<file path="src/rtl/uart_tx_param.sv">
// uart_tx_param: parametrised UART transmitter with valid/ready handshake and internal baud divider.
// Ports: clk (posedge), reset (sync, active-low), tx_valid/tx_data (producer word, sampled at handshake),
//        tx_ready (accepting, IDLE only), busy (frame in flight), tx (registered serial line, idles high).
// Optional: define UART_TX_PARITY_EN to append a parity bit (even, or odd when PARITY_ODD=1).
module uart_tx_param #(
    parameter int DATA_W       = 8,
    parameter int CLKS_PER_BIT = 16,
    parameter int STOP_BITS    = 1,
    parameter int LSB_FIRST    = 1,
    parameter int PARITY_ODD   = 0
) (
    input  logic              clk,
    input  logic              reset,
    input  logic              tx_valid,
    input  logic [DATA_W-1:0] tx_data,
    output logic              tx_ready,
    output logic              busy,
    output logic              tx
);
    localparam int BW = CLKS_PER_BIT > 1 ? $clog2(CLKS_PER_BIT) : 1;
    localparam int CW = $clog2(DATA_W + 1);
    localparam logic [BW-1:0] BAUD_LOAD = BW'(CLKS_PER_BIT - 1);
    localparam logic [CW-1:0] LAST_DATA = CW'(DATA_W - 1);
    localparam logic [CW-1:0] LAST_STOP = CW'(STOP_BITS - 1);
    localparam logic [2:0] IDLE   = 3'd0;
    localparam logic [2:0] START  = 3'd1;
    localparam logic [2:0] DATA   = 3'd2;
    localparam logic [2:0] STOP   = 3'd3;
`ifdef UART_TX_PARITY_EN
    localparam logic [2:0] PARITY = 3'd4;
`endif

    if (DATA_W < 5 || DATA_W > 9 || CLKS_PER_BIT < 1 || (STOP_BITS != 1 && STOP_BITS != 2) ||
        PARITY_ODD < 0 || PARITY_ODD > 1) begin : g_bad_param
        $error("uart_tx_param: illegal parameter value");
    end

    logic [2:0]        state, state_n;
    logic [BW-1:0]     baud, baud_n;
    logic [CW-1:0]     bit_cnt, bit_n;
    logic [DATA_W-1:0] sh, sh_n;
    logic              tx_n, last, data_bit;
`ifdef UART_TX_PARITY_EN
    logic              par, par_n;
`endif

    assign last     = baud == '0;
    assign data_bit = LSB_FIRST != 0 ? sh_n[0] : sh_n[DATA_W-1];

    always_comb begin
        state_n = state;
        baud_n  = last ? BAUD_LOAD : baud - BW'(1);
        bit_n   = bit_cnt;
        sh_n    = sh;
`ifdef UART_TX_PARITY_EN
        par_n   = par;
`endif
        case (state)
            IDLE: begin
                baud_n = BAUD_LOAD;
                if (tx_valid && tx_ready) begin
                    state_n = START;
                    sh_n    = tx_data;
`ifdef UART_TX_PARITY_EN
                    par_n   = ^tx_data ^ (PARITY_ODD != 0);
`endif
                end
            end
            START: if (last) begin
                state_n = DATA;
                bit_n   = '0;
            end
            DATA: if (last) begin
                // Shift at the bit boundary so data_bit always reads the next bit to send.
                sh_n = LSB_FIRST != 0 ? sh >> 1 : sh << 1;
                if (bit_cnt == LAST_DATA) begin
`ifdef UART_TX_PARITY_EN
                    state_n = PARITY;
`else
                    state_n = STOP;
`endif
                    bit_n = '0;
                end else
                    bit_n = bit_cnt + CW'(1);
            end
`ifdef UART_TX_PARITY_EN
            PARITY: if (last) begin
                state_n = STOP;
                bit_n   = '0;
            end
`endif
            STOP: if (last) begin
                if (bit_cnt == LAST_STOP)
                    state_n = IDLE;
                else
                    bit_n = bit_cnt + CW'(1);
            end
            default: state_n = IDLE;
        endcase
        // tx is registered from next-state values so the start bit appears the cycle after handshake.
        tx_n = state_n == START ? 1'b0 :
               state_n == DATA  ? data_bit :
`ifdef UART_TX_PARITY_EN
               state_n == PARITY ? par_n :
`endif
               1'b1;
    end

    always_ff @(posedge clk) begin
        if (!reset) begin
            state    <= IDLE;
            baud     <= '0;
            bit_cnt  <= '0;
            sh       <= '0;
            tx       <= 1'b1;
            busy     <= 1'b0;
            tx_ready <= 1'b0;
`ifdef UART_TX_PARITY_EN
            par      <= 1'b0;
`endif
        end else begin
            state    <= state_n;
            baud     <= baud_n;
            bit_cnt  <= bit_n;
            sh       <= sh_n;
            tx       <= tx_n;
            busy     <= state_n != IDLE;
            tx_ready <= state_n == IDLE;
`ifdef UART_TX_PARITY_EN
            par      <= par_n;
`endif
        end
    end
endmodule

</file>
<file path="config.mk">
export PLATFORM = sky130hd
export DESIGN_NAME = uart_tx_param
export DESIGN_NICKNAME = d
export VERILOG_FILES = /design/src/rtl/uart_tx_param.sv
export SDC_FILE = /design/constraint.sdc
export NUM_CORES = 1
export LEC_CHECK = 0
export CORE_ASPECT_RATIO = 0.8
export CORE_MARGIN = 2
export CORE_UTILIZATION = 40
export DETAILED_ROUTE_END_ITERATION = 16
export MAX_ROUTING_LAYER = met4
export PLACE_DENSITY_LB_ADDON = 0.25
export SYNTH_ARGS = -nofsm -noshare
export SYNTH_HDL_FRONTEND = slang
export SYNTH_SLANG_ARGS = --single-unit
</file>
<file path="constraint.sdc">
create_clock -name clk -period 4.67 [get_ports clk]
set_clock_uncertainty 0.2 [all_clocks]
set_input_delay 0.934 -clock clk [delete_from_list [all_inputs] [get_ports clk]]
set_output_delay 0.934 -clock clk [all_outputs]
set_load 0.05 [all_outputs]
</file>
==> impl_metrics.yaml <==
timing:
  fin_crit_ps: 2590
  max_slew_margin: 0.576
  setup_viol: 0
  tns_ps: 0
  report.final.slew_viol_count: 0
  rsz0062_at_grt: "no"
  worst_pin_slew_ps: 634
  holdWs_ps: 283
  finalCritPeriodShare: 0.554
  max_freq_mhz: 387
  hold_viol: 0
cells_and_area:
  fin_nets: 137
  multi_input_area_um2: 569
  diodes: 0
  layout_commonest_cell: "dfxtp_1"
  final_layout_size_suffix_gt1_frac: 0.0902
  area_growth_pct: 18.5
  final_core_util: 0.506
  layout_common_cells: "dfxtp_1, clkdlybuf4s50_1, a21boi_0"
  register_area_um2: 440
  fill_cells: 235
yosys:
  synth_area_leader_cell: "dfxtp_1"
  synth_edf_count: 0
  syn_nets: 124
  synthAdderAreaFrac: 0.0354
  yosysSeqAreaShare: 0.416
  synth_simple_gate_area_frac: 0.228
  syn_avg_cell_area_um2: 9.63
  synth_compound_area_frac: 0.236
  async_reset_ff_frac: 0
  synthFlopType: "dfxtp_1"
  netlist.area_leader.share: 0.416
  yosys_register_bits: 22
  syn_area_um2: 1060
  synth_xor_area_frac: 0.0248
  synth_mux_area_frac: 0.00945
  yosysWarnings: 0
  synth_area_leaders: "dfxtp_1, a21boi_0, a22oi_1, ha_1, nor2b_1"
  syn_inst: 110
  synth_cell_types: 39
  synth_top_family_by_area: "compound AO/OA/AOI/OAI gates"
grt:
  grt_use_total: 0.160
  grt_pass1_vias: 796
  grt_antenna_before_repair: 0
  grt_start_max_net_pins: 22
  grt_overflow: 0
  grt_pass1_wl_um: 3590
drt:
  wl_per_cell_um: 12.6
  viasPerCell: 5.08
  drc: 0
  detail_route.first_pass.iterations: 4
  drtAntennaViolNets: 0
  drt-total-wl_um: 1980
  dr.first_iter.drc_count: 32
  vias: 802
cts:
  clk_pin_slew_ps: 120
  cts_buffer_depth: 2
  cts_resized: 0
  postCtsSetupBuffers: 0
  cts_inserted_buffers: 3
  clock-sinks: 22
  cts_tree: "done"
  clock_latency_ps: 300
  ctsHoldBuffers: 0
  htreeDepth: 1
  root_buffer: "clkbuf_4"
outcome:
  status: "completed"
placement:
  place_hpwl_um: 1420
  io_buffers: 13
  routabilityCongestion: 0.812
setup_path:
  max_stage_delay_ps: 800
  endpoint_kind: "primary output"
  cp_max_fo: 2
  cp.required_ps: 3540
  critPathKind: "reg2out"
  crit_chain: "clkdlybuf4s50_1"
  critPathTopFamily: "buffers and inverters"
  startpoint_type: "flip-flop"
  worst_path_max_delay_cell: "clkdlybuf4s50_1"
  cp.arrival_ps: 1450
  worst-path-buf-inv: 1
floorplan:
  start_util: 0.427
  die_w_um: 61.5
  die_h_um: 50.0
  row_count: 16
  fp.coreArea_um2: 2480
  dieArea_um2: 3080
  ios: 14
power_and_ir_drop:
  seq_power_share: 0.513
  p_clk_frac: 0.366
  p_leak_nw: 0.437
  power.share.switching: 0.223
  p_switching_mw: 0.0883
  total_power_mw: 0.395
  power_frac_comb: 0.121
  internal_power_mw: 0.307
  p_per_area_nw_per_um2: 315
  vdd_drop_max_mv: 0.181
run:
  maxCapViolCount: 0
hold_path:
  hold_class: "reg2reg"
-- final cells by class --
| cell class | count | share of cell area |
|---|---|---|
| clock buffer | 3 | 0.0179 |
| clock inverter | 1 | 0.0239 |
| inverter | 5 | 0.0149 |
| multi-input combinational | 78 | 0.453 |
| sequential | 22 | 0.351 |
| tap | 36 | 0.0359 |
| timing repair buffer | 13 | 0.104 |
-- worst paths after layout --
check	startpoint	endpoint	slack (ps)	cells after the start
min reg2reg	sh[5]	sh[5]	280	2
max reg2reg	baud[0]	tx	2420	7
max	tx_ready	tx_ready	2080	1
min	sh[5]	sh[5]	280	2
-- per-layer routing --
metal / vias up / wire length (µm) / GRT usage
met3: 2 / 67 / 0.0551
li1: 417 / - / -
met4: 0 / 9 / 0.0106
met2: 11 / 810 / 0.233
met5: - / 0 / -
met1: 372 / 1100 / 0.223
-- state kept, by name, summed over array words and instances, names as in the netlist --
signal / cells
baud: 4
tx_ready: 1
state: 3
bit_cnt: 4
busy: 1
sh: 8
tx: 1
-- cells by family (layout without fill, tap and decap cells) --
kind of cell,after synthesis,count (layout)
AND/OR/NAND/NOR,39,39
adder cells (fa/ha/maj),3,3
other,1,1
XOR/XNOR,3,3
AO/OA/AOI/OAI,31,31
flip-flops,22,22
multiplexers,1,1
buffers and inverters,10,22
-- cell usage after synthesis (all sizes together) (3+ instances only) --
cell type  instances
nor2b              6
ha                 3
a21boi             9
buf                3
inv                5
dfxtp             22
nor2               8
a22oi              7
nand2              7
nor3               5
o21a               4
-- per-stage QoR --
stage	worst slack [ps]	std cells	cell area, µm²
after floorplan	2590	110	1060
after global placement	2090	154	1200
after detailed placement	2050	154	1200
after CTS	2060	158	1260
after global routing	2010	158	1260
final	2080	158	1260
-- power groups by stage --
stage	logic, mW	registers [mW]	clock network [mW]
floorplan	0.0284	0.210	0
global placement	0.0469	0.207	0
detailed placement	0.0477	0.207	0
CTS	0.0482	0.203	0.149
global route	0.0532	0.204	0.159
finish	0.0477	0.203	0.145
No activity file was read; power rests on OpenSTA's default activity.
